$ cat config.mk
export PLATFORM = sky130hd
export DESIGN_NAME = pe_mac_cfg
export DESIGN_NICKNAME = d
export VERILOG_FILES = /design/src/rtl/pe_mac_cfg.sv
export SDC_FILE = /design/constraint.sdc
export NUM_CORES = 1
export LEC_CHECK = 0
export CAP_MARGIN = 20
export CORE_MARGIN = 4
export CORE_UTILIZATION = 35
export DETAILED_ROUTE_END_ITERATION = 12
export PLACE_DENSITY = 0.51
export SLEW_MARGIN = 10
export SYNTH_ARGS = -nofsm -noshare
export SYNTH_HDL_FRONTEND = slang
export SYNTH_SLANG_ARGS = --single-unit
$ cat constraint.sdc
create_clock -name clk -period 10.55 [get_ports clk]
set_input_delay 1.5825 -clock clk [delete_from_list [all_inputs] [get_ports clk]]
set_output_delay 1.5825 -clock clk [all_outputs]
set_load 0.05 [all_outputs]
$ cat src/rtl/pe_mac_cfg.sv
// pe_mac_cfg: systolic-array processing element.
// Signed MAC with a weight-stationary (mode=0) or output-stationary (mode=1)
// dataflow, one-cycle activation forwarding, a daisy-chained weight register
// and optional saturation of the accumulator on overflow.
module pe_mac_cfg #(
    parameter int DATA_WIDTH   = 8,
    parameter int PE_OUT_WIDTH = 21,
    parameter int SATURATE     = 1,
    parameter int CNT_WIDTH    = 8
) (
    input  logic                    clk,
    input  logic                    rst_n,
    input  logic                    mode,
    input  logic                    clear,
    input  logic                    wgt_load,
    input  logic [DATA_WIDTH-1:0]   wgt_in,
    output logic [DATA_WIDTH-1:0]   wgt_out,
    input  logic                    inp_valid,
    input  logic                    inp_last,
    input  logic [DATA_WIDTH-1:0]   inp_in,
    output logic [DATA_WIDTH-1:0]   inp_out,
    output logic                    inp_valid_out,
    input  logic [PE_OUT_WIDTH-1:0] acc_in,
    output logic [PE_OUT_WIDTH-1:0] acc_out,
    output logic                    acc_valid,
    output logic [CNT_WIDTH-1:0]    term_cnt,
    output logic                    ovf
);

    localparam int W  = PE_OUT_WIDTH;
    localparam int PW = 2 * DATA_WIDTH;

    localparam logic [W-1:0] ACC_MAX = {1'b0, {(W-1){1'b1}}};
    localparam logic [W-1:0] ACC_MIN = {1'b1, {(W-1){1'b0}}};

    typedef enum logic {
        IDLE = 1'b0,
        ACC  = 1'b1
    } state_t;

    state_t                  state_q, state_d;
    logic [DATA_WIDTH-1:0]   wgt_q, wgt_d;
    logic [DATA_WIDTH-1:0]   inp_out_q, inp_out_d;
    logic                    inp_valid_out_q, inp_valid_out_d;
    logic [W-1:0]            acc_out_q, acc_out_d;
    logic                    acc_valid_q, acc_valid_d;
    logic [W-1:0]            acc_q, acc_d;
    logic [CNT_WIDTH-1:0]    cnt_q, cnt_d;
    logic                    ovf_q, ovf_d;
    logic                    mode_q, mode_d;

    logic signed [PW-1:0]    wsProd;
    logic signed [PW-1:0]    osProd;
    logic [W:0]              wsSum;
    logic [W:0]              osSum;
    logic [W:0]              osBase;
    logic [CNT_WIDTH-1:0]    cntBase;
    logic [CNT_WIDTH-1:0]    cntInc;
    logic                    flush;

    // A W+1 bit sum is out of range when its two top bits disagree.
    function automatic logic sumOvf(input logic [W:0] s);
        return s[W] ^ s[W-1];
    endfunction

    // Bring a W+1 bit sum back to W bits: clamp when saturating, else wrap.
    function automatic logic [W-1:0] fitSum(input logic [W:0] s);
        if (sumOvf(s) && (SATURATE != 0)) begin
            return s[W] ? ACC_MIN : ACC_MAX;
        end
        return s[W-1:0];
    endfunction

    // Datapath, dataflow selection and OS sequencing; a mode change behaves as a clear.
    always_comb begin
        wsProd          = $signed(inp_in) * $signed(wgt_q);
        osProd          = $signed(inp_in) * $signed(wgt_in);
        wsSum           = {{(W+1-PW){wsProd[PW-1]}}, wsProd} + {acc_in[W-1], acc_in};
        osBase          = (state_q == ACC) ? {acc_q[W-1], acc_q} : '0;
        osSum           = {{(W+1-PW){osProd[PW-1]}}, osProd} + osBase;
        cntBase         = (state_q == ACC) ? cnt_q : '0;
        cntInc          = (&cntBase) ? cntBase : cntBase + 1'b1;
        flush           = clear || (mode != mode_q);

        state_d         = state_q;
        wgt_d           = wgt_load ? wgt_in : wgt_q;
        inp_out_d       = inp_in;
        inp_valid_out_d = inp_valid;
        acc_out_d       = acc_out_q;
        acc_valid_d     = 1'b0;
        acc_d           = acc_q;
        cnt_d           = cnt_q;
        ovf_d           = ovf_q;
        mode_d          = mode;

        if (flush) begin
            acc_d   = '0;
            cnt_d   = '0;
            ovf_d   = 1'b0;
            state_d = IDLE;
        end else if (!mode) begin
            if (inp_valid) begin
                acc_out_d   = fitSum(wsSum);
                acc_valid_d = 1'b1;
                ovf_d       = ovf_q | sumOvf(wsSum);
            end
        end else if (inp_valid) begin
            ovf_d = ovf_q | sumOvf(osSum);
            if (inp_last) begin
                acc_out_d   = fitSum(osSum);
                acc_valid_d = 1'b1;
                acc_d       = '0;
                cnt_d       = '0;
                state_d     = IDLE;
            end else begin
                acc_d   = fitSum(osSum);
                cnt_d   = cntInc;
                state_d = ACC;
            end
        end
    end

    // State and pipeline registers, all cleared by the asynchronous reset.
    always_ff @(posedge clk or negedge rst_n) begin
        if (!rst_n) begin
            state_q         <= IDLE;
            wgt_q           <= '0;
            inp_out_q       <= '0;
            inp_valid_out_q <= 1'b0;
            acc_out_q       <= '0;
            acc_valid_q     <= 1'b0;
            acc_q           <= '0;
            cnt_q           <= '0;
            ovf_q           <= 1'b0;
            mode_q          <= 1'b0;
        end else begin
            state_q         <= state_d;
            wgt_q           <= wgt_d;
            inp_out_q       <= inp_out_d;
            inp_valid_out_q <= inp_valid_out_d;
            acc_out_q       <= acc_out_d;
            acc_valid_q     <= acc_valid_d;
            acc_q           <= acc_d;
            cnt_q           <= cnt_d;
            ovf_q           <= ovf_d;
            mode_q          <= mode_d;
        end
    end

    assign wgt_out       = wgt_q;
    assign inp_out       = inp_out_q;
    assign inp_valid_out = inp_valid_out_q;
    assign acc_out       = acc_out_q;
    assign acc_valid     = acc_valid_q;
    assign term_cnt      = cnt_q;
    assign ovf           = ovf_q;

endmodule

-- After elaboration in Yosys (flattened, before gate mapping)
Index checks and enable logic that the tools add are counted.
- multiplexer cells: 48
- $mul: 2
- equal/unequal tests: 2
- bitwise logic cells: 5
- reduce and logical (&&, ||, !) cells: 6
- add/subtract/negate cells: 3
- operator list (operator ; number):
    21-bit two-way mux ; 15
    8-bit two-way mux ; 6
    8-bit by 8-bit multiplier with 16-bit output ; 2
    1-bit two-way mux ; 26
    16-bit by 21-bit adder with 22-bit output ; 1
    22-bit adder ; 1
    22-bit two-way mux ; 1
    8-bit by 1-bit adder with 8-bit output (second input constant) ; 1
    8-bit AND reduction ; 1
    2-bit nonzero test ; 2
    3-bit AND reduction ; 1
    2-bit by 1-bit inequality test with 1-bit output (second input constant) ; 1
    1-bit bitwise OR ; 2
    2-bit AND reduction ; 1
    1-bit XOR ; 2
    1-bit logical OR ; 1
    1-bit inequality test ; 1
    1-bit NOT ; 1
- bits in registers: 71
- input bits: 44
- word-level logic and storage cells: 76
- output and inout port bits: 48

-- Longest topological paths before layout
- word-level depth: 13
- depth in mapped cells: 34
- depth with buffers taken out: 31

-- Least setup slack after synthesis
OpenSTA, ideal clock, no wires.
- path kind: input to register
- start: input port inp_in[6]
- end: register acc_q[10]
- buffers on the path: 3
- library setup time: 87 ps
- cell stages on the path: 32
- data arrival time: 7834 ps
- data required time: 10463 ps
- path slack: 2629 ps
- path through: clkbuf_1 -> and2_1 -> fa_1 -> inv_1 -> fa_1 -> inv_1 -> fa_1 -> inv_1 -> fa_1 -> inv_1 -> ha_1 -> a21oi_1 -> nor2_1 -> o31a_1 -> o21ai_0 -> nand2b_1 -> a21o_1 -> a21oi_1 -> xnor2_1 -> ha_1 -> a21oi_1 -> o21ai_0 -> a221o_1 -> a31o_2 -> nor2_1 -> nor2_1 -> mux2i_4 -> xor2_4 -> buf_6 -> nand3_2 -> buf_2 -> o211ai_1
- word-level cells in the longest chain between the ends: 13
- elaborated cells on any way between the ends: 15
- classes of those cells: add/sub (1); mul (1); mux (12); bitwise (1)
- ends and longest elaborated chain (element ; RTL line ; text):
    from (decl) ; 20 ; input logic [DATA_WIDTH-1:0] inp_in,
    8-bit by 8-bit multiplier with 16-bit output * ; 77 ; osProd = $signed(inp_in) * $signed(wgt_in);
    22-bit adder * ; 80 ; osSum = {{(W+1-PW){osProd[PW-1]}}, osProd} + osBase;
    1-bit XOR ; 63 ; return s[W] ^ s[W-1];
    1-bit two-way mux ; 68 ; if (sumOvf(s) && (SATURATE != 0)) begin
    1-bit two-way mux ; 109 ; if (inp_last) begin
    1-bit two-way mux ; 107 ; end else if (inp_valid) begin
    1-bit two-way mux ; 101 ; end else if (!mode) begin
    1-bit two-way mux ; 96 ; if (flush) begin
    21-bit two-way mux * ; 71 ; return s[W-1:0];
    21-bit two-way mux * ; 109 ;
    21-bit two-way mux * ; 107 ;
    21-bit two-way mux * ; 101 ;
    21-bit two-way mux * ; 96 ;
    to (signal assigned) ; 132 ; acc_q <= '0;
    to (signal assigned) ; 143 ; acc_q <= acc_d;
    to (decl) ; 47 ; logic [W-1:0] acc_q, acc_d;
Mark *: on every way between the ends. The rest lies on a longest branch, timed or not. The select of a mux whose other input is x is not followed.
A chain may end at the register's enable or synchronous reset.

-- Final worst setup path
- start: input port inp_in[6]
- end: register acc_out_q[10], in the netlist acc_out[10]
- word-level cells in the longest chain between the ends: 12
- elaborated cells on any way between the ends: 25
- classes of those cells: add/sub (2); mul (2); mux (19); bitwise (2)
- ends and longest elaborated chain (element ; RTL line ; text):
    8-bit by 8-bit multiplier with 16-bit output ; 77 ;
    22-bit adder ; 80 ;
    1-bit XOR ; 63 ;
    1-bit two-way mux ; 68 ;
    1-bit two-way mux ; 109 ;
    1-bit two-way mux ; 107 ;
    1-bit two-way mux ; 101 ;
    1-bit two-way mux ; 96 ;
    21-bit two-way mux ; 71 ;
    21-bit two-way mux ; 109 ;
    21-bit two-way mux ; 107 ;
    21-bit two-way mux * ; 101 ;
    to (signal assigned) ; 141 ; acc_out_q <= acc_out_d;
    to (decl) ; 45 ; logic [W-1:0] acc_out_q, acc_out_d;
Marks and branches as above.

==> results.md <==
GRT:
- The maximum number of pins on one net before global-route repair is 72.
- For this run the aggregate overflow at the end of global routing stands at 0.
- The first global-routing pass estimated 47.0 mm of wire.
- Global routing used 17.4% of the available tracks across all layers.
- The number of global-route vias before repair is 8900.
- The number of antenna violations at the first check in global routing is 0.

Synthesis:
- In the synthesized netlist the async set-or-reset flop fraction comes to 100%.
- A synthesized cell averages 9.21 um^2.
- The Yosys step of the flow raised 0 warnings.
- Sequential cells were found to cover 16.5% of the synthesized design area.
- The synthesized design contains 71 register bits.
- The number of enable flip-flop cells after synthesis is 0.
- After synthesis, the netlist uses 67 different library cells.
- In the synthesized netlist the dominant register cell turns out to be sky130_fd_sc_hd__dfrtp_1.
- The synthesized netlist occupies a cell area of 0.0108 mm^2.
- Synthesis produced a netlist with a net count of 1465.
- The number of instances in the synthesized netlist is 1170.

STA:
- For the final routed database, the setup TNS stands at 0 ns.
- The upper clock frequency limit is 111 MHz.
- The final max-slew violation count is 0.
- The worst path in the final design needs a cycle of 9.04 ns, including I/O delays and setup.
- Between clock sinks in the finished design, the worst skew comes to 0.0118 ns.
- The hold violation count in the final report is 0.
- After layout, the worst setup slack is 1.51 ns.
- The final number of setup-violating endpoints is 0.
- The measured slew at the worst slew-check pin is 0.952 ns.
- The final worst-path cycle share is 85.7%.
- Setup repair after global routing left no endpoint under its margin.
- The worst slew slack as a fraction of its limit is 36.5%.

Finish:
- Leaving out fill and tap cells, the most frequent cell in the layout is sky130_fd_sc_hd__inv_1.
- In the layout the commonest cells are 216 x sky130_fd_sc_hd__inv_1, 152 x sky130_fd_sc_hd__fa_1, 105 x sky130_fd_sc_hd__nand2_1, 99 x sky130_fd_sc_hd__ha_1, 90 x sky130_fd_sc_hd__clkdlybuf4s50_1.
- The final instance area is 0.0124 mm^2.
- The fraction of final layout cells with drive strength greater than 1 is 4.78%.
- The number of filler cells placed in the layout is 3005.
- The final-stage net count is 1546.
- The final core utilization is 41.3%.
- The growth of design area from synthesis to finish is 15.1%.
- The number of inserted diodes is 0.

Setup path:
- In this run the worst path has a maximum fanout of 20.
- The worst endpoint data arrival time is 9.28 ns.
- The largest single stage delay on the critical path is 0.63 ns.
- The category of the worst setup path launch point is a primary input.
- The setup slack on the worst flop-to-flop path is 3.93 ns.
- At the worst endpoint, the required time is 10.79 ns.
- On the critical path, the stage with the largest delay is an instance of sky130_fd_sc_hd__clkdlybuf4s50_1.
- The sort of element at the end of the critical path is a register.
- The start-to-end type of the worst setup path is primary input to register.

Route:
- The detail route stage leaves a number of antenna-violating nets equal to 0.
- After detailed routing, the average wire length per cell comes to 17.0 um.
- The DRC violations left is 0.
- In this run, the number of DRC markers left after iteration 0 of detailed routing was 404.
- The pre-antenna-repair detailed-routing pass consisted of 4 iterations.
- The final route contains 8250 vias.
- The overall routed net length is 27.9 mm.
- The vias per cell is 5.01.

Run:
- Max-cap violations in this run came to 0.

Placement:
- Timing analysis after detailed placement gives a worst setup slack of 1.18 ns.
- In this run the cell area measured after placement is 0.0121 mm^2.
- The congestion estimate from routability-driven global placement came to 0.856.
- Buffers placed on the I/O ports in this run total 91.
- The HPWL reported at the end of detailed placement is 23.2 mm.

Worst hold path:
- The class of the tightest hold or removal check is register to register.

CTS:
- The number of clock sinks is 71.
- TritonCTS built the clock tree.
- In this run, post-CTS hold repair placed 0 buffers.
- The cell sitting at the root of the clock tree is a sky130_fd_sc_hd__clkbuf_16.
- The clock reaches the later pin of the worst-skew pair after 0.34 ns.
- Buffers inserted during clock tree synthesis total 9.
- After clock tree synthesis, the setup repair step added 0 buffers.
- The H-tree level count is 3.
- The number of gates resized after CTS was 0.
- The longest clock path from root to sink contains 2 buffers.
- The clock edge transition at the registers on the reported setup and hold paths is 0.07 ns.

Die:
- From bottom edge to top edge, the die measures 183 um.
- The number of ports placed on the die boundary is 92.
- The floorplan step defined a die boundary enclosing 0.0337 mm^2.
- The core region is 0.0300 mm^2.
- The total number of placement rows is 63.
- The initial core utilization is 35.9%.
- The width of the die is 183 um.

Status:
- The flow ran to the end, and the final reports show no timing, DRC or antenna violations.
[state kept, by name, summed over array words and instances, names as in the netlist]
register / flops
state_q: 1
acc_q: 21
term_cnt: 8
acc_valid: 1
mode_q: 1
ovf: 1
inp_out: 8
wgt_out: 8
acc_out: 21
inp_valid_out: 1
[worst paths after layout]
path | startpoint | endpoint | cells past startpoint
setup / recovery | inp_in[6] | acc_out[10]$_DFFE_PN0P_ | 28
hold / removal | acc_q[8]$_DFFE_PN0P_ | acc_q[8]$_DFFE_PN0P_ | 2
setup reg to reg | wgt_out[1]$_DFFE_PN0P_ | acc_out[19]$_DFFE_PN0P_ | 20
hold reg to reg | acc_q[8]$_DFFE_PN0P_ | acc_q[8]$_DFFE_PN0P_ | 2
max in group asynchronous | rst_n | term_cnt[6]$_DFFE_PN0P_ | 1
min in group asynchronous | rst_n | acc_q[17]$_DFFE_PN0P_ | 1
[Yosys cell counts, types with 4 or more instances]
master | n | share of area, %
sky130_fd_sc_hd__buf_6 | 4 | 0.42
sky130_fd_sc_hd__clkbuf_1 | 26 | 0.91
sky130_fd_sc_hd__inv_1 | 216 | 7.5
sky130_fd_sc_hd__a22o_1 | 5 | 0.41
sky130_fd_sc_hd__nand2b_1 | 13 | 0.75
sky130_fd_sc_hd__xnor2_1 | 37 | 3.0
sky130_fd_sc_hd__a21oi_1 | 46 | 2.1
sky130_fd_sc_hd__a211oi_1 | 4 | 0.28
sky130_fd_sc_hd__o21ai_1 | 13 | 0.60
sky130_fd_sc_hd__nor2b_1 | 8 | 0.46
sky130_fd_sc_hd__o21bai_1 | 8 | 0.56
sky130_fd_sc_hd__a221oi_1 | 11 | 0.89
sky130_fd_sc_hd__and2_1 | 89 | 5.2
sky130_fd_sc_hd__nor3_1 | 8 | 0.37
sky130_fd_sc_hd__o21ai_0 | 29 | 1.3
sky130_fd_sc_hd__o22a_1 | 8 | 0.65
sky130_fd_sc_hd__mux2_2 | 8 | 0.84
sky130_fd_sc_hd__fa_1 | 152 | 28
sky130_fd_sc_hd__ha_1 | 99 | 11
sky130_fd_sc_hd__and3_1 | 11 | 0.64
sky130_fd_sc_hd__dfrtp_1 | 71 | 16
sky130_fd_sc_hd__maj3_2 | 5 | 0.52
sky130_fd_sc_hd__nand3_1 | 14 | 0.65
sky130_fd_sc_hd__a21o_1 | 13 | 0.91
sky130_fd_sc_hd__a31oi_1 | 7 | 0.41
sky130_fd_sc_hd__o221ai_1 | 4 | 0.33
sky130_fd_sc_hd__nor2_1 | 53 | 1.8
sky130_fd_sc_hd__buf_2 | 4 | 0.19
sky130_fd_sc_hd__o21a_1 | 12 | 0.84
sky130_fd_sc_hd__xor2_1 | 17 | 1.4
sky130_fd_sc_hd__nand2_1 | 105 | 3.7
sky130_fd_sc_hd__o211ai_1 | 16 | 1.1
sky130_fd_sc_hd__a211o_1 | 4 | 0.33
sky130_fd_sc_hd__maj3_1 | 7 | 0.65
[worst max-delay path, delay by kind of cell]
kind	cells	cell delay [ns]
AO/OA/AOI/OAI	9	2.27
XOR/XNOR	1	0.54
adder cells (fa/ha/maj)	6	2.68
buffers and inverters	5	0.83
multiplexers	1	0.21
AND/OR/NAND/NOR	6	1.13
[per-layer routing]
layer  track usage [%]  vias up  share of wire, %
li1                  -     3929                 -
met1              23.7     4168                46
met2              30.1      128                49
met3              1.66       25               2.7
met4              4.08        0               1.7
met5                 0        -                 0
[stage by stage]
stage	hold WS [ns]	std cells
after floorplan	0.448	1170
after global placement	0.471	1629
after detailed placement	0.474	1629
after CTS	0.489	1645
after global routing	0.513	1646
final	0.490	1646
[cell type report]
| type | count | area (um^2) | share of cell area [%] |
|---|---|---|---|
| flip-flops and latches | 71 | 1780 | 14.3 |
| clock inverters | 7 | 61.3 | 0.494 |
| multi-input cells | 847 | 8020 | 64.7 |
| well taps | 390 | 488 | 3.94 |
| clock buffers | 9 | 225 | 1.82 |
| repair buffers | 106 | 1020 | 8.23 |
| inverters | 216 | 811 | 6.54 |
[kinds of logic (layout without fill, tap and decap cells)]
family	count (synthesis)	after routing	share of synthesized area [%]
adder cells (fa/ha/maj)	263	263	40.9
multiplexers	10	10	1.14
flip-flops	71	71	16.5
AO/OA/AOI/OAI	205	205	12.9
AND/OR/NAND/NOR	312	312	14.4
XOR/XNOR	57	57	5.00
buffers and inverters	252	338	9.15
Power is not shown: default switching activity piles up to over one toggle a cycle in this logic, so the estimate is an artifact.
